--- config.mk ---
export PLATFORM = sky130hd
export DESIGN_NAME = btb_access_ctrl_flat
export DESIGN_NICKNAME = d
export VERILOG_FILES = /design/src/rtl/btb_access_ctrl_if.sv /design/src/rtl/btb_access_ctrl.sv /design/src/flat_wrapper.sv
export SDC_FILE = /design/constraint.sdc
export NUM_CORES = 1
export LEC_CHECK = 0
export BUFFER_PORTS_ARGS = -buffer_cell sky130_fd_sc_hd__buf_2
export CAP_MARGIN = 15
export CORE_UTILIZATION = 55
export CTS_BUF_LIST = sky130_fd_sc_hd__clkbuf_8
export DETAILED_ROUTE_END_ITERATION = 16
export GPL_TIMING_DRIVEN = 0
export PLACE_DENSITY_LB_ADDON = 0.08
export SLEW_MARGIN = 10
export SYNTH_ARGS = -nofsm -noshare
export SYNTH_HDL_FRONTEND = slang
export SYNTH_SLANG_ARGS = --single-unit
--- constraint.sdc ---
create_clock -name clk -period 5.3 [get_ports clk]
set_input_delay 1.06 -clock clk [delete_from_list [all_inputs] [get_ports clk]]
set_output_delay 1.06 -clock clk [all_outputs]
set_load 0.01 [all_outputs]
--- src/rtl/btb_access_ctrl_if.sv ---
// btb_access_ctrl_if: fetch/resolution/array signal bundle for the BTB access controller.
// Revision: 1.0
`default_nettype none

interface btb_access_ctrl_if #(
  parameter int INDEX_BITS = 10
);
  localparam int TAG_BITS = 32 - INDEX_BITS - 2;

  logic                  flush;
  logic                  is_branch;
  logic [31:0]           instr_addr;
  logic                  resolution;
  logic [31:0]           branch_addr;
  logic [31:0]           branch_target;
  logic                  arr_hit;
  logic [31:0]           arr_rd_target;
  logic                  arr_read;
  logic                  arr_write;
  logic                  arr_inval;
  logic [INDEX_BITS-1:0] arr_idx;
  logic [TAG_BITS-1:0]   arr_tag;
  logic [31:0]           arr_wr_target;
  logic [31:0]           pred_addr;
  logic                  pred_valid;
  logic                  init_busy;
  logic                  update_dropped;
  logic                  lookup_denied;

  modport master (
    output flush, is_branch, instr_addr, resolution, branch_addr, branch_target,
    output arr_hit, arr_rd_target,
    input  arr_read, arr_write, arr_inval, arr_idx, arr_tag, arr_wr_target,
    input  pred_addr, pred_valid, init_busy, update_dropped, lookup_denied
  );

  modport slave (
    input  flush, is_branch, instr_addr, resolution, branch_addr, branch_target,
    input  arr_hit, arr_rd_target,
    output arr_read, arr_write, arr_inval, arr_idx, arr_tag, arr_wr_target,
    output pred_addr, pred_valid, init_busy, update_dropped, lookup_denied
  );
endinterface

`default_nettype wire

--- src/rtl/btb_access_ctrl.sv ---
// btb_access_ctrl: shares one BTB array port between lookups, buffered updates and the invalidate sweep.
// Revision: 1.0
`default_nettype none

module btb_access_ctrl #(
  parameter int INDEX_BITS = 10,
  parameter int FIFO_DEPTH = 4
) (
  input  logic               clk,
  input  logic               rst,
  btb_access_ctrl_if.slave   bus
);
  localparam int TAG_BITS = 32 - INDEX_BITS - 2;
  localparam int ENT_BITS = 30;
  localparam int PTR_BITS = $clog2(FIFO_DEPTH);
  localparam int CNT_BITS = PTR_BITS + 1;

  typedef enum logic [0:0] {
    ST_INIT = 1'b0,
    ST_RUN  = 1'b1
  } state_t;

  state_t                r_state;
  logic [INDEX_BITS-1:0] r_sweep_idx;
  logic [ENT_BITS-1:0]   r_fifo_addr [FIFO_DEPTH];
  logic [31:0]           r_fifo_tgt  [FIFO_DEPTH];
  logic [PTR_BITS-1:0]   r_rd_ptr;
  logic [PTR_BITS-1:0]   r_wr_ptr;
  logic [CNT_BITS-1:0]   r_count;
  logic [31:0]           r_pred_addr;
  logic                  r_pred_valid;
  logic                  r_dropped;
  logic                  r_denied;

  logic                  w_offer;
  logic                  w_full;
  logic                  w_empty;
  logic                  w_run;
  logic                  w_sweep;
  logic                  w_forced;
  logic                  w_lookup;
  logic                  w_drain;
  logic                  w_enq;
  logic                  w_drop;
  logic                  w_deny;
  logic [ENT_BITS-1:0]   w_head_addr;

  // Reset and flush cycles issue no array strobes at all.
  always_comb begin
    w_offer     = bus.resolution && (bus.branch_target != 32'd0);
    w_full      = (r_count == CNT_BITS'(FIFO_DEPTH));
    w_empty     = (r_count == '0);
    w_run       = !rst && !bus.flush && (r_state == ST_RUN);
    w_sweep     = !rst && !bus.flush && (r_state == ST_INIT);
    w_forced    = w_run && w_full && w_offer;
    w_lookup    = w_run && !w_forced && bus.is_branch;
    w_drain     = w_forced || (w_run && !bus.is_branch && !w_empty);
    w_enq       = w_offer && !bus.flush && (!w_full || w_drain);
    w_drop      = w_offer && (bus.flush || (w_full && !w_drain));
    w_deny      = w_forced && bus.is_branch;
    w_head_addr = r_fifo_addr[r_rd_ptr];
  end

  assign bus.arr_read       = w_lookup;
  assign bus.arr_write      = w_drain;
  assign bus.arr_inval      = w_sweep;
  assign bus.arr_idx        = w_sweep ? r_sweep_idx :
                              w_drain ? w_head_addr[INDEX_BITS-1:0] :
                                        bus.instr_addr[INDEX_BITS+1:2];
  assign bus.arr_tag        = w_drain ? w_head_addr[ENT_BITS-1:INDEX_BITS] :
                                        bus.instr_addr[31:INDEX_BITS+2];
  assign bus.arr_wr_target  = r_fifo_tgt[r_rd_ptr];
  assign bus.pred_addr      = r_pred_addr;
  assign bus.pred_valid     = r_pred_valid;
  assign bus.init_busy      = (r_state == ST_INIT);
  assign bus.update_dropped = r_dropped;
  assign bus.lookup_denied  = r_denied;

  // Word-offset bits never reach the array.
  logic w_unused_ok;
  assign w_unused_ok = &{1'b0, bus.instr_addr[1:0], bus.branch_addr[1:0]};

  always_ff @(posedge clk) begin
    if (rst) begin
      r_state      <= ST_INIT;
      r_sweep_idx  <= '0;
      r_rd_ptr     <= '0;
      r_wr_ptr     <= '0;
      r_count      <= '0;
      r_pred_addr  <= 32'd0;
      r_pred_valid <= 1'b0;
      r_dropped    <= 1'b0;
      r_denied     <= 1'b0;
    end else begin
      r_pred_valid <= w_lookup && bus.arr_hit;
      r_pred_addr  <= (w_lookup && bus.arr_hit) ? bus.arr_rd_target : 32'd0;
      r_dropped    <= w_drop;
      r_denied     <= w_deny;
      if (bus.flush) begin
        r_state     <= ST_INIT;
        r_sweep_idx <= '0;
        r_rd_ptr    <= '0;
        r_wr_ptr    <= '0;
        r_count     <= '0;
      end else begin
        if (w_sweep) begin
          r_sweep_idx <= r_sweep_idx + INDEX_BITS'(1);
          if (r_sweep_idx == {INDEX_BITS{1'b1}}) begin
            r_state <= ST_RUN;
          end
        end
        if (w_enq) begin
          r_wr_ptr <= r_wr_ptr + PTR_BITS'(1);
        end
        if (w_drain) begin
          r_rd_ptr <= r_rd_ptr + PTR_BITS'(1);
        end
        case ({w_enq, w_drain})
          2'b10:   r_count <= r_count + CNT_BITS'(1);
          2'b01:   r_count <= r_count - CNT_BITS'(1);
          default: r_count <= r_count;
        endcase
      end
    end
  end

  always_ff @(posedge clk) begin
    if (w_enq) begin
      r_fifo_addr[r_wr_ptr] <= bus.branch_addr[31:2];
      r_fifo_tgt[r_wr_ptr]  <= bus.branch_target;
    end
  end
endmodule

`default_nettype wire

--- src/flat_wrapper.sv ---
// flat-port wrapper written by rule: the top's interface ports become plain ports
module btb_access_ctrl_flat 
#(
  parameter int INDEX_BITS = 10,
  parameter int FIFO_DEPTH = 4
)
  (clk, rst, bus_flush, bus_is_branch, bus_instr_addr, bus_resolution, bus_branch_addr, bus_branch_target, bus_arr_hit, bus_arr_rd_target, bus_arr_read, bus_arr_write, bus_arr_inval, bus_arr_idx, bus_arr_tag, bus_arr_wr_target, bus_pred_addr, bus_pred_valid, bus_init_busy, bus_update_dropped, bus_lookup_denied);
  btb_access_ctrl_if #(.INDEX_BITS(INDEX_BITS)) bus_i ();
  input  logic clk;
  input  logic rst;
  input wire logic [$bits(bus_i.flush)-1:0] bus_flush;
  input wire logic [$bits(bus_i.is_branch)-1:0] bus_is_branch;
  input wire logic [$bits(bus_i.instr_addr)-1:0] bus_instr_addr;
  input wire logic [$bits(bus_i.resolution)-1:0] bus_resolution;
  input wire logic [$bits(bus_i.branch_addr)-1:0] bus_branch_addr;
  input wire logic [$bits(bus_i.branch_target)-1:0] bus_branch_target;
  input wire logic [$bits(bus_i.arr_hit)-1:0] bus_arr_hit;
  input wire logic [$bits(bus_i.arr_rd_target)-1:0] bus_arr_rd_target;
  output wire logic [$bits(bus_i.arr_read)-1:0] bus_arr_read;
  output wire logic [$bits(bus_i.arr_write)-1:0] bus_arr_write;
  output wire logic [$bits(bus_i.arr_inval)-1:0] bus_arr_inval;
  output wire logic [$bits(bus_i.arr_idx)-1:0] bus_arr_idx;
  output wire logic [$bits(bus_i.arr_tag)-1:0] bus_arr_tag;
  output wire logic [$bits(bus_i.arr_wr_target)-1:0] bus_arr_wr_target;
  output wire logic [$bits(bus_i.pred_addr)-1:0] bus_pred_addr;
  output wire logic [$bits(bus_i.pred_valid)-1:0] bus_pred_valid;
  output wire logic [$bits(bus_i.init_busy)-1:0] bus_init_busy;
  output wire logic [$bits(bus_i.update_dropped)-1:0] bus_update_dropped;
  output wire logic [$bits(bus_i.lookup_denied)-1:0] bus_lookup_denied;
  assign bus_i.flush = bus_flush;
  assign bus_i.is_branch = bus_is_branch;
  assign bus_i.instr_addr = bus_instr_addr;
  assign bus_i.resolution = bus_resolution;
  assign bus_i.branch_addr = bus_branch_addr;
  assign bus_i.branch_target = bus_branch_target;
  assign bus_i.arr_hit = bus_arr_hit;
  assign bus_i.arr_rd_target = bus_arr_rd_target;
  assign bus_arr_read = bus_i.arr_read;
  assign bus_arr_write = bus_i.arr_write;
  assign bus_arr_inval = bus_i.arr_inval;
  assign bus_arr_idx = bus_i.arr_idx;
  assign bus_arr_tag = bus_i.arr_tag;
  assign bus_arr_wr_target = bus_i.arr_wr_target;
  assign bus_pred_addr = bus_i.pred_addr;
  assign bus_pred_valid = bus_i.pred_valid;
  assign bus_init_busy = bus_i.init_busy;
  assign bus_update_dropped = bus_i.update_dropped;
  assign bus_lookup_denied = bus_i.lookup_denied;
  btb_access_ctrl #(.INDEX_BITS(INDEX_BITS), .FIFO_DEPTH(FIFO_DEPTH)) u_core (.clk(clk), .rst(rst), .bus(bus_i));
endmodule
==> out/qor.json <==
{
  "netlist.area_leader.share": {"value": 64.4, "unit": "%"},
  "grt_pass1_wl": {"value": 35600, "unit": "µm"},
  "power.density_cell_area": {"value": 323, "unit": "nW/µm²"},
  "routed_wire_length_per_instance": {"value": 19.2, "unit": "µm"},
  "worst_setup_path_end_kind": {"value": "output pin"},
  "skew": {"value": 0.0144, "unit": "ns"},
  "max_cap_violations": {"value": 0},
  "post_synth.cell_area_avg": {"value": 19.3, "unit": "µm²"},
  "clockRootBuffer": {"value": "sky130_fd_sc_hd__clkbuf_8"},
  "synth_warn": {"value": 0},
  "status": {"value": "completed"},
  "max_slew.worst_pin.slew": {"value": 0.870, "unit": "ns"},
  "track_usage": {"value": 21.6, "unit": "%"},
  "final_core_utilization": {"value": 69.2, "unit": "%"},
  "layout.filler_cells": {"value": 1395},
  "reg2reg_depth": {"value": 12},
  "timing.final.ws_setup": {"value": 1.21, "unit": "ns"},
  "cts.hold.buffers_added": {"value": 0},
  "worst_setup_path_startpoint": {"value": "bus_branch_target[16]"},
  "clkTransAtPathRegs": {"value": 0.06, "unit": "ns"},
  "core-area": {"value": 20400, "unit": "µm²"},
  "netlist_area": {"value": 11600, "unit": "µm²"},
  "synth_largest_area_cell": {"value": "sky130_fd_sc_hd__edfxtp_1"},
  "synth_seq_area_share": {"value": 73.9, "unit": "%"},
  "timing.reg2reg.setup_slack": {"value": 2.41, "unit": "ns"},
  "postCtsResizedCells": {"value": 0},
  "total_number_of_vias": {"value": 6383},
  "crit_end": {"value": "bus_arr_tag[14]"},
  "start_util": {"value": 56.6, "unit": "%"},
  "synthesis.instances": {"value": 598},
  "avgViaCountPerCell": {"value": 5.35},
  "hpwl": {"value": 15600, "unit": "µm"},
  "cts_setup_buffers": {"value": 0},
  "worst-endpoint-arrival": {"value": 3.03, "unit": "ns"},
  "crit_path_start_kind": {"value": "input port"},
  "grt_pass1_vias": {"value": 6764},
  "die-width": {"value": 147, "unit": "µm"},
  "yosys-top-cells-area": {"value": "sky130_fd_sc_hd__edfxtp_1, sky130_fd_sc_hd__mux4_2, sky130_fd_sc_hd__dfxtp_1"},
  "maxSlewViolCount": {"value": 0},
  "hold_violations": {"value": 0},
  "detail_route.first_pass.iterations": {"value": 7},
  "initialDrtViolationCount": {"value": 299},
  "tightest_slew_margin_relative_to_the_limit": {"value": 41.9, "unit": "%"},
  "antenna_violating_nets_post_route": {"value": 0},
  "antenna_found_initial": {"value": 3},
  "achievable-frequency": {"value": 245, "unit": "MHz"},
  "timing.rr.start": {"value": "u_core.r_state"},
  "row_count": {"value": 52},
  "ff_latch_area": {"value": 8550, "unit": "µm²"},
  "ir_drop": {"value": 0.262, "unit": "mV"},
  "drc_errors": {"value": 0},
  "final_net_count": {"value": 1025},
  "critical_path_class": {"value": "in -> out"},
  "crit_required": {"value": 4.24, "unit": "ns"},
  "hp_class": {"value": "reg -> reg"},
  "leakagePower": {"value": 0.00519, "unit": "µW"},
  "cts_max_level": {"value": 2},
  "chipHeight": {"value": 147, "unit": "µm"},
  "finalSetupViolCount": {"value": 0},
  "flow.area_growth_from_synthesis": {"value": 22.2, "unit": "%"},
  "ys_seq_elements": {"value": 303},
  "post-route-min-period": {"value": 4.09, "unit": "ns"},
  "clock_insertion_delay_worst_skew": {"value": 0.53, "unit": "ns"},
  "cts_inserted_buffers": {"value": 46},
  "clk_path_buf_depth": {"value": 3},
  "tritoncts_num_sinks": {"value": 303},
  "ys_types": {"value": 45},
  "rr_endpoint": {"value": "u_core.r_count[2]"},
  "critical_path.max_fanout": {"value": 11},
  "finalWirelength": {"value": 22900, "unit": "µm"},
  "rsz_0062_raised_after_global_routing": {"value": "false"},
  "place_worst_setup_slack": {"value": 1.06, "unit": "ns"},
  "buffers_added_on_ports": {"value": 230},
  "area_of_the_multi_input_gates": {"value": 2840, "unit": "µm²"},
  "syn_nets": {"value": 739},
  "final.period_utilization": {"value": 77.1, "unit": "%"},
  "finalWeightedCongestion": {"value": 0.881},
  "maximum_number_of_pins_on_one_net_before_global_route_repair": {"value": 27},
  "grt_overflow": {"value": 0},
  "layout-drive-gt1-share": {"value": 44.9, "unit": "%"},
  "design.portCount": {"value": 235},
  "total_die_area": {"value": 21600, "unit": "µm²"},
  "cts_tree": {"value": "done"}
}
[cells by family (layout without fill, tap and decap cells)]
group           after synthesis  count (layout)  synth area share [%]
xor+xnor                     11              11                 0.833
buf+inv                      39             361                  1.81
other cells                   0               3                     0
mux                          87              87                  15.0
compound gates               41              41                  2.15
simple gates                110             110                  5.49
fa+ha+maj                     7               7                 0.822
flops                       303             303                  73.9
[sequential cells by signal, indices dropped and copies added (netlist names), named ones only]
register and flops:
u_core.r_wr_ptr 2, u_core.bus.update_dropped 1, u_core.r_count 3, u_core.bus.lookup_denied 1, u_core.r_rd_ptr 2, u_core.r_fifo_addr 120
u_core.r_state 1, u_core.r_fifo_tgt 128, u_core.bus.pred_addr 32, u_core.bus.pred_valid 1, u_core.r_sweep_idx 10
[layer usage]
layer | track usage (%) | routed length [µm] | vias up
met5 | 0 | 0 | -
met4 | 7.22 | 403 | 0
met3 | 5.28 | 1510 | 34
met2 | 36.7 | 11400 | 234
met1 | 27.3 | 9570 | 3168
li1 | - | - | 2947
[worst min path at each step]
| stage | cells after the start | endpoint | from |
|---|---|---|---|
| global placement | 2 | u_core.r_wr_ptr[1] | u_core.r_wr_ptr[1] |
| floorplan | 2 | u_core.r_state | u_core.r_sweep_idx[9] |
| finish | 2 | u_core.r_wr_ptr[1] | u_core.r_wr_ptr[1] |
| global route | 2 | u_core.r_wr_ptr[1] | u_core.r_wr_ptr[1] |
| CTS | 2 | u_core.r_wr_ptr[1] | u_core.r_wr_ptr[1] |
| detailed placement | 2 | u_core.r_wr_ptr[1] | u_core.r_wr_ptr[1] |
[area by class of cell]
cell class	count	share of cell area [%]
sequential	303	60.5
tap	270	2.39
timing repair buffer	238	9.44
buffer	28	1.19
clock buffer	53	5.16
multi-input combinational	256	20.1
antenna	3	0.0531
clock inverter	31	0.877
inverter	11	0.292
[through the flow]
stage	hold WS (ns)	total power [µW]	cells	setup TNS, ns	area [µm²]
2_1_floorplan	0.461	2750	598	0	11600
3_3_place_gp	0.477	2860	1098	-441.12	13100
3_5_place_dp	0.493	2870	1106	0	13300
4_1_cts	0.502	4620	1190	0	14100
5_1_grt	0.522	4740	1192	0	14100
6_report	0.497	4570	1193	0	14100
[cell usage after synthesis, drive strengths merged]
cell,number
xnor2,2
and3,3
mux4,62
nand2,12
xor2,9
ha,6
a31oi,11
clkbuf,9
nor3,3
nor4,8
or2,1
and4,2
mux2,20
edfxtp,248
mux2i,5
a21bo,1
nor2b,1
a21oi,16
nand4,2
o21ai,12
nor3b,5
a21o,1
or3,3
nor2,29
buf,19
and2,33
dfxtp,55
fa,1
inv,11
nand4b,1
nand3,7
[cell usage in the layout, fill, tap and decap left out, drive strengths merged]
| master | n |
|---|---|
| inv | 21 |
| a21oi | 16 |
| mux2i | 5 |
| and2 | 33 |
| buf | 257 |
| or2 | 1 |
| nand3 | 7 |
| ha | 6 |
| mux4 | 62 |
| xnor2 | 2 |
| nand4b | 1 |
| nand2 | 12 |
| a21o | 1 |
| fa | 1 |
| xor2 | 9 |
| clkinv | 21 |
| nor2 | 29 |
| and3 | 3 |
| diode | 3 |
| edfxtp | 248 |
| nor4 | 8 |
| mux2 | 20 |
| dfxtp | 55 |
| a31oi | 11 |
| nor3b | 5 |
| or3 | 3 |
| o21ai | 12 |
| and4 | 2 |
| clkbuf | 62 |
| nor2b | 1 |
| a21bo | 1 |
| nand4 | 2 |
| nor3 | 3 |
[power breakdown]
group          total, µW  internal [µW]  switching, µW
registers           2620           2610           8.95
logic                200           94.7            106
clock network       1750            910            837
total               4570           3610            951
[critical path, cell delays in order]
cell	delay [ns]
sky130_fd_sc_hd__buf_2	0.13
sky130_fd_sc_hd__nor4_1	0.43
sky130_fd_sc_hd__and4_1	0.47
sky130_fd_sc_hd__a21o_4	0.23
sky130_fd_sc_hd__nand2_8	0.09
sky130_fd_sc_hd__buf_12	0.17
sky130_fd_sc_hd__mux2_4	0.29
sky130_fd_sc_hd__buf_2	0.14
No activity file was read; power rests on OpenSTA's default activity.
